[config.mk]
export PLATFORM = sky130hd
export DESIGN_NAME = alu_arith_arbiter_flat
export DESIGN_NICKNAME = d
export VERILOG_FILES = /design/src/rtl/alu_arith_arbiter_if.sv /design/src/rtl/alu_arith_arbiter.sv /design/src/flat_wrapper.sv
export SDC_FILE = /design/constraint.sdc
export NUM_CORES = 1
export LEC_CHECK = 0
export ABC_AREA = 1
export CORE_ASPECT_RATIO = 0.8
export CORE_UTILIZATION = 40
export CTS_CLUSTER_DIAMETER = 100
export CTS_CLUSTER_SIZE = 25
export DETAILED_ROUTE_END_ITERATION = 8
export HOLD_SLACK_MARGIN = 0.03
export PLACE_DENSITY = 0.86
export SKIP_LAST_GASP = 1
export SLEW_MARGIN = 20
export SYNTH_ARGS = -nofsm -noshare
export SYNTH_HDL_FRONTEND = slang
export SYNTH_SLANG_ARGS = --single-unit
[constraint.sdc]
create_clock -name clk -period 2.75 [get_ports clk]
set_input_delay 0.275 -clock clk [delete_from_list [all_inputs] [get_ports clk]]
set_output_delay 0.275 -clock clk [all_outputs]
set_load 0.02 [all_outputs]
[src/rtl/alu_arith_arbiter_if.sv]
// Client, ALU and response bundle for alu_arith_arbiter.
// slave = arbiter side, master = clients/ALU/response consumer side.
interface alu_arith_arbiter_if #(
  parameter int unsigned NREQ = 4,
  parameter int unsigned IDW  = 2
);
  logic [NREQ-1:0]      req_valid;
  logic [NREQ-1:0]      req_ready;
  logic [4*NREQ-1:0]    req_opcode;
  logic [16*NREQ-1:0]   req_a;
  logic [16*NREQ-1:0]   req_b;
  logic [3:0]           alu_opcode;
  logic [15:0]          alu_a;
  logic [15:0]          alu_b;
  logic [15:0]          alu_out;
  logic                 alu_carry;
  logic                 alu_overflow;
  logic                 alu_sign;
  logic                 rsp_valid;
  logic                 rsp_ready;
  logic [IDW-1:0]       rsp_id;
  logic [15:0]          rsp_out;
  logic                 rsp_carry;
  logic                 rsp_overflow;
  logic                 rsp_sign;
  logic                 rsp_err;

  modport slave (
    input  req_valid, req_opcode, req_a, req_b,
    input  alu_out, alu_carry, alu_overflow, alu_sign,
    input  rsp_ready,
    output req_ready,
    output alu_opcode, alu_a, alu_b,
    output rsp_valid, rsp_id, rsp_out, rsp_carry, rsp_overflow, rsp_sign, rsp_err
  );

  modport master (
    output req_valid, req_opcode, req_a, req_b,
    output alu_out, alu_carry, alu_overflow, alu_sign,
    output rsp_ready,
    input  req_ready,
    input  alu_opcode, alu_a, alu_b,
    input  rsp_valid, rsp_id, rsp_out, rsp_carry, rsp_overflow, rsp_sign, rsp_err
  );
endinterface

[src/rtl/alu_arith_arbiter.sv]
// Round-robin arbiter sharing one registered 16-bit add/sub ALU among NREQ clients.
// Optional ALU_ARB_STATS_EN adds saturating stat_ops / stat_errs counters.
module alu_arith_arbiter #(
  parameter int unsigned NREQ = 4,
  parameter int unsigned IDW  = 2
) (
  input  logic                clk,
  input  logic                rst_n,
  alu_arith_arbiter_if.slave  bus
`ifdef ALU_ARB_STATS_EN
  ,
  output logic [15:0]         stat_ops,
  output logic [15:0]         stat_errs
`endif
);

  localparam int unsigned DW  = 16;
  localparam int unsigned OPW = 4;
  localparam logic [OPW-1:0] OP_NOP = 4'b0000;
  localparam logic [OPW-1:0] OP_ADD = 4'b0100;
  localparam logic [OPW-1:0] OP_SUB = 4'b0101;

  typedef enum logic [1:0] {S_IDLE, S_ISSUE, S_CAPTURE, S_RESP} state_t;

  state_t          state_q, state_d;
  logic [IDW-1:0]  rr_ptr_q, rr_ptr_d;
  logic [IDW-1:0]  id_q, id_d;
  logic [OPW-1:0]  alu_opcode_q, alu_opcode_d;
  logic [DW-1:0]   alu_a_q, alu_a_d;
  logic [DW-1:0]   alu_b_q, alu_b_d;
  logic            rsp_valid_q, rsp_valid_d;
  logic [IDW-1:0]  rsp_id_q, rsp_id_d;
  logic [DW-1:0]   rsp_out_q, rsp_out_d;
  logic            rsp_carry_q, rsp_carry_d;
  logic            rsp_overflow_q, rsp_overflow_d;
  logic            rsp_sign_q, rsp_sign_d;
  logic            rsp_err_q, rsp_err_d;

  logic            win_found_c;
  logic [IDW-1:0]  win_idx_c;
  logic [OPW-1:0]  win_op_c;
  logic [DW-1:0]   win_a_c;
  logic [DW-1:0]   win_b_c;
  logic            win_legal_c;
  logic            accept_c;

  // Rotating priority scan starting at rr_ptr
  always_comb begin
    win_found_c = 1'b0;
    win_idx_c   = '0;
    for (int unsigned k = 0; k < NREQ; k++) begin
      int unsigned cand;
      cand = int'(rr_ptr_q) + k;
      if (cand >= NREQ) cand = cand - NREQ;
      if (!win_found_c && bus.req_valid[IDW'(cand)]) begin
        win_found_c = 1'b1;
        win_idx_c   = IDW'(cand);
      end
    end
  end

  assign win_op_c    = bus.req_opcode[{win_idx_c, 2'b00} +: OPW];
  assign win_a_c     = bus.req_a[{win_idx_c, 4'b0000} +: DW];
  assign win_b_c     = bus.req_b[{win_idx_c, 4'b0000} +: DW];
  assign win_legal_c = (win_op_c == OP_ADD) || (win_op_c == OP_SUB);
  assign accept_c    = (state_q == S_IDLE) && win_found_c;

  always_comb begin
    bus.req_ready = '0;
    if (accept_c) bus.req_ready = NREQ'(1) << win_idx_c;
  end

  // Next-state and next-output logic
  always_comb begin
    state_d        = state_q;
    rr_ptr_d       = rr_ptr_q;
    id_d           = id_q;
    alu_opcode_d   = alu_opcode_q;
    alu_a_d        = alu_a_q;
    alu_b_d        = alu_b_q;
    rsp_valid_d    = rsp_valid_q;
    rsp_id_d       = rsp_id_q;
    rsp_out_d      = rsp_out_q;
    rsp_carry_d    = rsp_carry_q;
    rsp_overflow_d = rsp_overflow_q;
    rsp_sign_d     = rsp_sign_q;
    rsp_err_d      = rsp_err_q;

    unique case (state_q)
      S_IDLE: begin
        if (win_found_c) begin
          id_d     = win_idx_c;
          rr_ptr_d = (win_idx_c == IDW'(NREQ - 1)) ? '0 : win_idx_c + IDW'(1);
          if (win_legal_c) begin
            alu_opcode_d = win_op_c;
            alu_a_d      = win_a_c;
            alu_b_d      = win_b_c;
            state_d      = S_ISSUE;
          end else begin
            // Illegal opcode: answer immediately, ALU stays idle
            rsp_valid_d    = 1'b1;
            rsp_id_d       = win_idx_c;
            rsp_out_d      = '0;
            rsp_carry_d    = 1'b0;
            rsp_overflow_d = 1'b0;
            rsp_sign_d     = 1'b0;
            rsp_err_d      = 1'b1;
            state_d        = S_RESP;
          end
        end
      end
      S_ISSUE: begin
        alu_opcode_d = OP_NOP;
        state_d      = S_CAPTURE;
      end
      S_CAPTURE: begin
        rsp_valid_d    = 1'b1;
        rsp_id_d       = id_q;
        rsp_out_d      = bus.alu_out;
        rsp_carry_d    = bus.alu_carry;
        rsp_overflow_d = bus.alu_overflow;
        rsp_sign_d     = bus.alu_sign;
        rsp_err_d      = 1'b0;
        state_d        = S_RESP;
      end
      S_RESP: begin
        if (bus.rsp_ready) begin
          rsp_valid_d = 1'b0;
          state_d     = S_IDLE;
        end
      end
      default: state_d = S_IDLE;
    endcase
  end

  always_ff @(posedge clk or negedge rst_n) begin
    if (!rst_n) begin
      state_q        <= S_IDLE;
      rr_ptr_q       <= '0;
      id_q           <= '0;
      alu_opcode_q   <= OP_NOP;
      alu_a_q        <= '0;
      alu_b_q        <= '0;
      rsp_valid_q    <= 1'b0;
      rsp_id_q       <= '0;
      rsp_out_q      <= '0;
      rsp_carry_q    <= 1'b0;
      rsp_overflow_q <= 1'b0;
      rsp_sign_q     <= 1'b0;
      rsp_err_q      <= 1'b0;
    end else begin
      state_q        <= state_d;
      rr_ptr_q       <= rr_ptr_d;
      id_q           <= id_d;
      alu_opcode_q   <= alu_opcode_d;
      alu_a_q        <= alu_a_d;
      alu_b_q        <= alu_b_d;
      rsp_valid_q    <= rsp_valid_d;
      rsp_id_q       <= rsp_id_d;
      rsp_out_q      <= rsp_out_d;
      rsp_carry_q    <= rsp_carry_d;
      rsp_overflow_q <= rsp_overflow_d;
      rsp_sign_q     <= rsp_sign_d;
      rsp_err_q      <= rsp_err_d;
    end
  end

  assign bus.alu_opcode   = alu_opcode_q;
  assign bus.alu_a        = alu_a_q;
  assign bus.alu_b        = alu_b_q;
  assign bus.rsp_valid    = rsp_valid_q;
  assign bus.rsp_id       = rsp_id_q;
  assign bus.rsp_out      = rsp_out_q;
  assign bus.rsp_carry    = rsp_carry_q;
  assign bus.rsp_overflow = rsp_overflow_q;
  assign bus.rsp_sign     = rsp_sign_q;
  assign bus.rsp_err      = rsp_err_q;

`ifdef ALU_ARB_STATS_EN
  // Saturating accept counters, split by opcode legality
  always_ff @(posedge clk or negedge rst_n) begin
    if (!rst_n) begin
      stat_ops  <= '0;
      stat_errs <= '0;
    end else if (accept_c) begin
      if (win_legal_c) begin
        if (stat_ops != 16'hFFFF) stat_ops <= stat_ops + 16'd1;
      end else begin
        if (stat_errs != 16'hFFFF) stat_errs <= stat_errs + 16'd1;
      end
    end
  end
`endif

endmodule

[src/flat_wrapper.sv]
// flat-port wrapper written by rule: the top's interface ports become plain ports
module alu_arith_arbiter_flat 
#(
  parameter int unsigned NREQ = 4,
  parameter int unsigned IDW  = 2
)
  (clk, rst_n, bus_req_valid, bus_req_opcode, bus_req_a, bus_req_b, bus_alu_out, bus_alu_carry, bus_alu_overflow, bus_alu_sign, bus_rsp_ready, bus_req_ready, bus_alu_opcode, bus_alu_a, bus_alu_b, bus_rsp_valid, bus_rsp_id, bus_rsp_out, bus_rsp_carry, bus_rsp_overflow, bus_rsp_sign, bus_rsp_err);
  alu_arith_arbiter_if #(.NREQ(NREQ), .IDW(IDW)) bus_i ();
  input  logic clk;
  input  logic rst_n;
  input wire logic [$bits(bus_i.req_valid)-1:0] bus_req_valid;
  input wire logic [$bits(bus_i.req_opcode)-1:0] bus_req_opcode;
  input wire logic [$bits(bus_i.req_a)-1:0] bus_req_a;
  input wire logic [$bits(bus_i.req_b)-1:0] bus_req_b;
  input wire logic [$bits(bus_i.alu_out)-1:0] bus_alu_out;
  input wire logic [$bits(bus_i.alu_carry)-1:0] bus_alu_carry;
  input wire logic [$bits(bus_i.alu_overflow)-1:0] bus_alu_overflow;
  input wire logic [$bits(bus_i.alu_sign)-1:0] bus_alu_sign;
  input wire logic [$bits(bus_i.rsp_ready)-1:0] bus_rsp_ready;
  output wire logic [$bits(bus_i.req_ready)-1:0] bus_req_ready;
  output wire logic [$bits(bus_i.alu_opcode)-1:0] bus_alu_opcode;
  output wire logic [$bits(bus_i.alu_a)-1:0] bus_alu_a;
  output wire logic [$bits(bus_i.alu_b)-1:0] bus_alu_b;
  output wire logic [$bits(bus_i.rsp_valid)-1:0] bus_rsp_valid;
  output wire logic [$bits(bus_i.rsp_id)-1:0] bus_rsp_id;
  output wire logic [$bits(bus_i.rsp_out)-1:0] bus_rsp_out;
  output wire logic [$bits(bus_i.rsp_carry)-1:0] bus_rsp_carry;
  output wire logic [$bits(bus_i.rsp_overflow)-1:0] bus_rsp_overflow;
  output wire logic [$bits(bus_i.rsp_sign)-1:0] bus_rsp_sign;
  output wire logic [$bits(bus_i.rsp_err)-1:0] bus_rsp_err;
  assign bus_i.req_valid = bus_req_valid;
  assign bus_i.req_opcode = bus_req_opcode;
  assign bus_i.req_a = bus_req_a;
  assign bus_i.req_b = bus_req_b;
  assign bus_i.alu_out = bus_alu_out;
  assign bus_i.alu_carry = bus_alu_carry;
  assign bus_i.alu_overflow = bus_alu_overflow;
  assign bus_i.alu_sign = bus_alu_sign;
  assign bus_i.rsp_ready = bus_rsp_ready;
  assign bus_req_ready = bus_i.req_ready;
  assign bus_alu_opcode = bus_i.alu_opcode;
  assign bus_alu_a = bus_i.alu_a;
  assign bus_alu_b = bus_i.alu_b;
  assign bus_rsp_valid = bus_i.rsp_valid;
  assign bus_rsp_id = bus_i.rsp_id;
  assign bus_rsp_out = bus_i.rsp_out;
  assign bus_rsp_carry = bus_i.rsp_carry;
  assign bus_rsp_overflow = bus_i.rsp_overflow;
  assign bus_rsp_sign = bus_i.rsp_sign;
  assign bus_rsp_err = bus_i.rsp_err;
  alu_arith_arbiter #(.NREQ(NREQ), .IDW(IDW)) u_core (.clk(clk), .rst_n(rst_n), .bus(bus_i));
endmodule
==> results.json <==
{
  "dieHeight_um": 94.69,
  "critical_path_class": "reg -> out",
  "drv_slew": 0,
  "vias": 4847,
  "power_density_nw_per_um2": 1402,
  "grt_use_total": 0.2487,
  "ys.flop_type": "dfrtp_1",
  "min_period_ns": 2.534,
  "synth_seq_area_share": 0.3787,
  "cts.sinks": 65,
  "setup.worst_path.start_class": "register",
  "hold_class": "in -> async",
  "final_nets": 1030,
  "synthArstFlopShare": 1.000,
  "io_pins": 233,
  "drt_iter0_markers": 277,
  "grt-ovfl-total": 0,
  "syn_area_um2": 4295,
  "insertedDiodeCount": 0,
  "clk_pin_slew_worst_paths_ns": 0.06,
  "hpwl_mm": 10.60,
  "setup_violations": 0,
  "tightest_slew_ns": 0.7399,
  "tns_ns": 0,
  "clock-root-buffer": "clkbuf_16",
  "endpoint_kind": "output pin",
  "grt_start_max_net_pins": 55,
  "initial_core_util": 0.4145,
  "fmax_mhz": 394.6,
  "cts_max_level": 3,
  "crit_fanout": 8,
  "rows": 33,
  "finClkSkew_ns": 0.007240,
  "layout-drive-gt1-share": 0.1016,
  "antenna_left": 0,
  "crit_arrival_ns": 2.26,
  "post-route-util": 0.6806,
  "wirelength_mm": 13.91,
  "wire_per_inst_um": 13.96,
  "die_area_um2": 11160,
  "crit_required_ns": 2.48,
  "core-area_um2": 10360,
  "hold_violations": 0,
  "gp_congestion": 0.9143,
  "cts_buffers": 9,
  "area_growth_pct": 64.20,
  "synthCells": 622,
  "clk-insertion-delay-late_ns": 0.32,
  "synth_edf_count": 0,
  "drtPass1Iterations": 7,
  "netlist-cell-type-count": 28,
  "antenna_found_initial": 0,
  "postSynthRegisterBits": 65,
  "final_area_um2": 7053,
  "placed_cell_area_um2": 6724,
  "syn_avg_cell_area_um2": 6.906,
  "die_w_um": 117.9,
  "io_buffer_count": 232,
  "yosys_warnings": 0,
  "cts_tree": "done",
  "vdd_drop_max_mv": 0.7261,
  "status": "complete, no violations",
  "viasPerCell": 4.866,
  "drv_cap": 0,
  "layout_worst_path_cycle_share": 0.9216,
  "slew_headroom": 0.5067,
  "rsz0062_at_grt": "no",
  "clockBufferDepth": 2,
  "grt_pass1_wl_mm": 22.02,
  "drc": 0,
  "grt_pass1_vias": 4447,
  "cellLeakagePower_uw": 0.003167,
  "synth_nets": 801
}
[cell usage after synthesis (2+ instances only)]
cell type / instances / share of area
a21oi_1: 33 / 0.038
buf_2: 13 / 0.015
buf_4: 9 / 0.016
buf_6: 4 / 0.010
clkbuf_1: 9 / 0.0079
clkbuf_2: 2 / 0.0023
dfrtp_1: 65 / 0.38
ha_1: 9 / 0.026
inv_1: 53 / 0.046
inv_2: 3 / 0.0026
nand2_1: 111 / 0.097
nand2_2: 10 / 0.015
nand2_4: 3 / 0.0079
nand3_1: 14 / 0.016
nand3_2: 4 / 0.0093
nand4_2: 2 / 0.0058
nor2_1: 137 / 0.12
o211ai_1: 2 / 0.0035
o21ai_0: 96 / 0.11
o21ai_1: 22 / 0.026
o21ai_2: 9 / 0.018
or2_2: 3 / 0.0044
or3b_2: 4 / 0.0082
[through the flow]
stage | setup WS, ns | cells | hold WS, ns | power, µW
after floorplan | 0.3900 | 622 | -0.02059 | 6510
after global placement | 0.02087 | 978 | 0.3788 | 8460
after detailed placement | -0.1113 | 978 | 0.3824 | 8610
after CTS | 0.05170 | 994 | 0.03865 | 9884
after global routing | 0.009552 | 996 | 0.07334 | 10820
final | 0.2157 | 996 | 0.01231 | 9889
[cells in the final DEF, fill, tap and decap left out, drive strengths merged, types with 2 or more instances in the layout]
| master | synthesis | final |
|---|---|---|
| nand4 | 3 | 3 |
| a21oi | 33 | 33 |
| clkbuf | 11 | 14 |
| clkinv | 0 | 2 |
| nand3 | 18 | 18 |
| or3b | 4 | 4 |
| o21ai | 127 | 127 |
| clkdlybuf4s50 | 0 | 227 |
| nand2 | 125 | 126 |
| buf | 27 | 24 |
| inv | 57 | 58 |
| or2 | 3 | 3 |
| ha | 9 | 9 |
| o211ai | 2 | 2 |
| dfrtp | 65 | 65 |
| nor2 | 138 | 138 |
| bufinv | 0 | 2 |
[where the power goes]
part	switching (µW)	internal (µW)
Combinational	4420	2580
Sequential	252	1380
Clock	428	821
Total	5100	4790
[layer usage]
layer,up-vias,track usage,share of wire
li1,2444,-,-
met1,2180,0.3207,0.44
met2,206,0.4181,0.47
met3,17,0.06944,0.072
met4,0,0.05235,0.012
met5,-,0,0
[state kept, by name (all words and copies together) (netlist names)]
signal and count:
u_core.bus.alu_a 16, u_core.bus.alu_b 16, u_core.bus.rsp_out 16, u_core.bus.alu_opcode 4, u_core.bus.rsp_id 2, u_core.id_q 2, u_core.rr_ptr_q 2, u_core.state_q 2
u_core.bus.rsp_carry 1, u_core.bus.rsp_err 1, u_core.bus.rsp_overflow 1, u_core.bus.rsp_sign 1, u_core.bus.rsp_valid 1
[timing repair]
item / 4_1_cts / 5_1_grt
setup endpoints to repair: 4 / 13
hold buffers: 0 / 0
pin swaps: 0 / 2
resized for setup: 5 / 8
gates cloned: 0 / 1
buffers inserted: 0 / 1
[final timing paths]
kind                                        start                       to  slack (ns)  cells past startpoint
max                            u_core.rr_ptr_q[0]         bus_req_ready[2]        0.22                     14
min                                         rst_n     u_core.bus.rsp_valid        0.01                      1
max reg2reg                    u_core.rr_ptr_q[0]    u_core.bus.rsp_out[0]        0.22                     17
min reg2reg                u_core.bus.rsp_out[12]   u_core.bus.rsp_out[12]        0.48                      2
max in group asynchronous                   rst_n  u_core.bus.rsp_overflow        1.89                      2
min in group clk           u_core.bus.rsp_out[12]   u_core.bus.rsp_out[12]        0.48                      2
[kinds of logic (layout without fill, tap and decap cells)]
family | Yosys count | count (layout) | synth area share
AND/OR/NAND/NOR | 291 | 292 | 0.2919
AO/OA/AOI/OAI | 162 | 162 | 0.1978
buffers and inverters | 95 | 328 | 0.1054
flip-flops | 65 | 65 | 0.3787
adder cells (fa/ha/maj) | 9 | 9 | 0.02622
[worst max-delay path: stages (launching register included)]
cell      delay [ns]
dfrtp_2         0.45
inv_4           0.08
nand2_1         0.06
nand2_1         0.10
nand2_2         0.10
nand2_2         0.07
nor2_4          0.15
nand3_1         0.10
nand3_2         0.07
nand2_1         0.09
inv_1           0.13
ha_1            0.16
inv_1           0.04
nor2_1          0.12
clkbuf_2        0.21
[cell type report]
type	instances	area (µm²)
fill	882	3311
inverter	57	216.5
clock inverter	6	90.09
tap	140	175.2
multi-input combinational	463	2235
sequential	65	1628
clock buffer	10	239.0
timing repair buffer	255	2470
(Power assumes the default switching activity.)
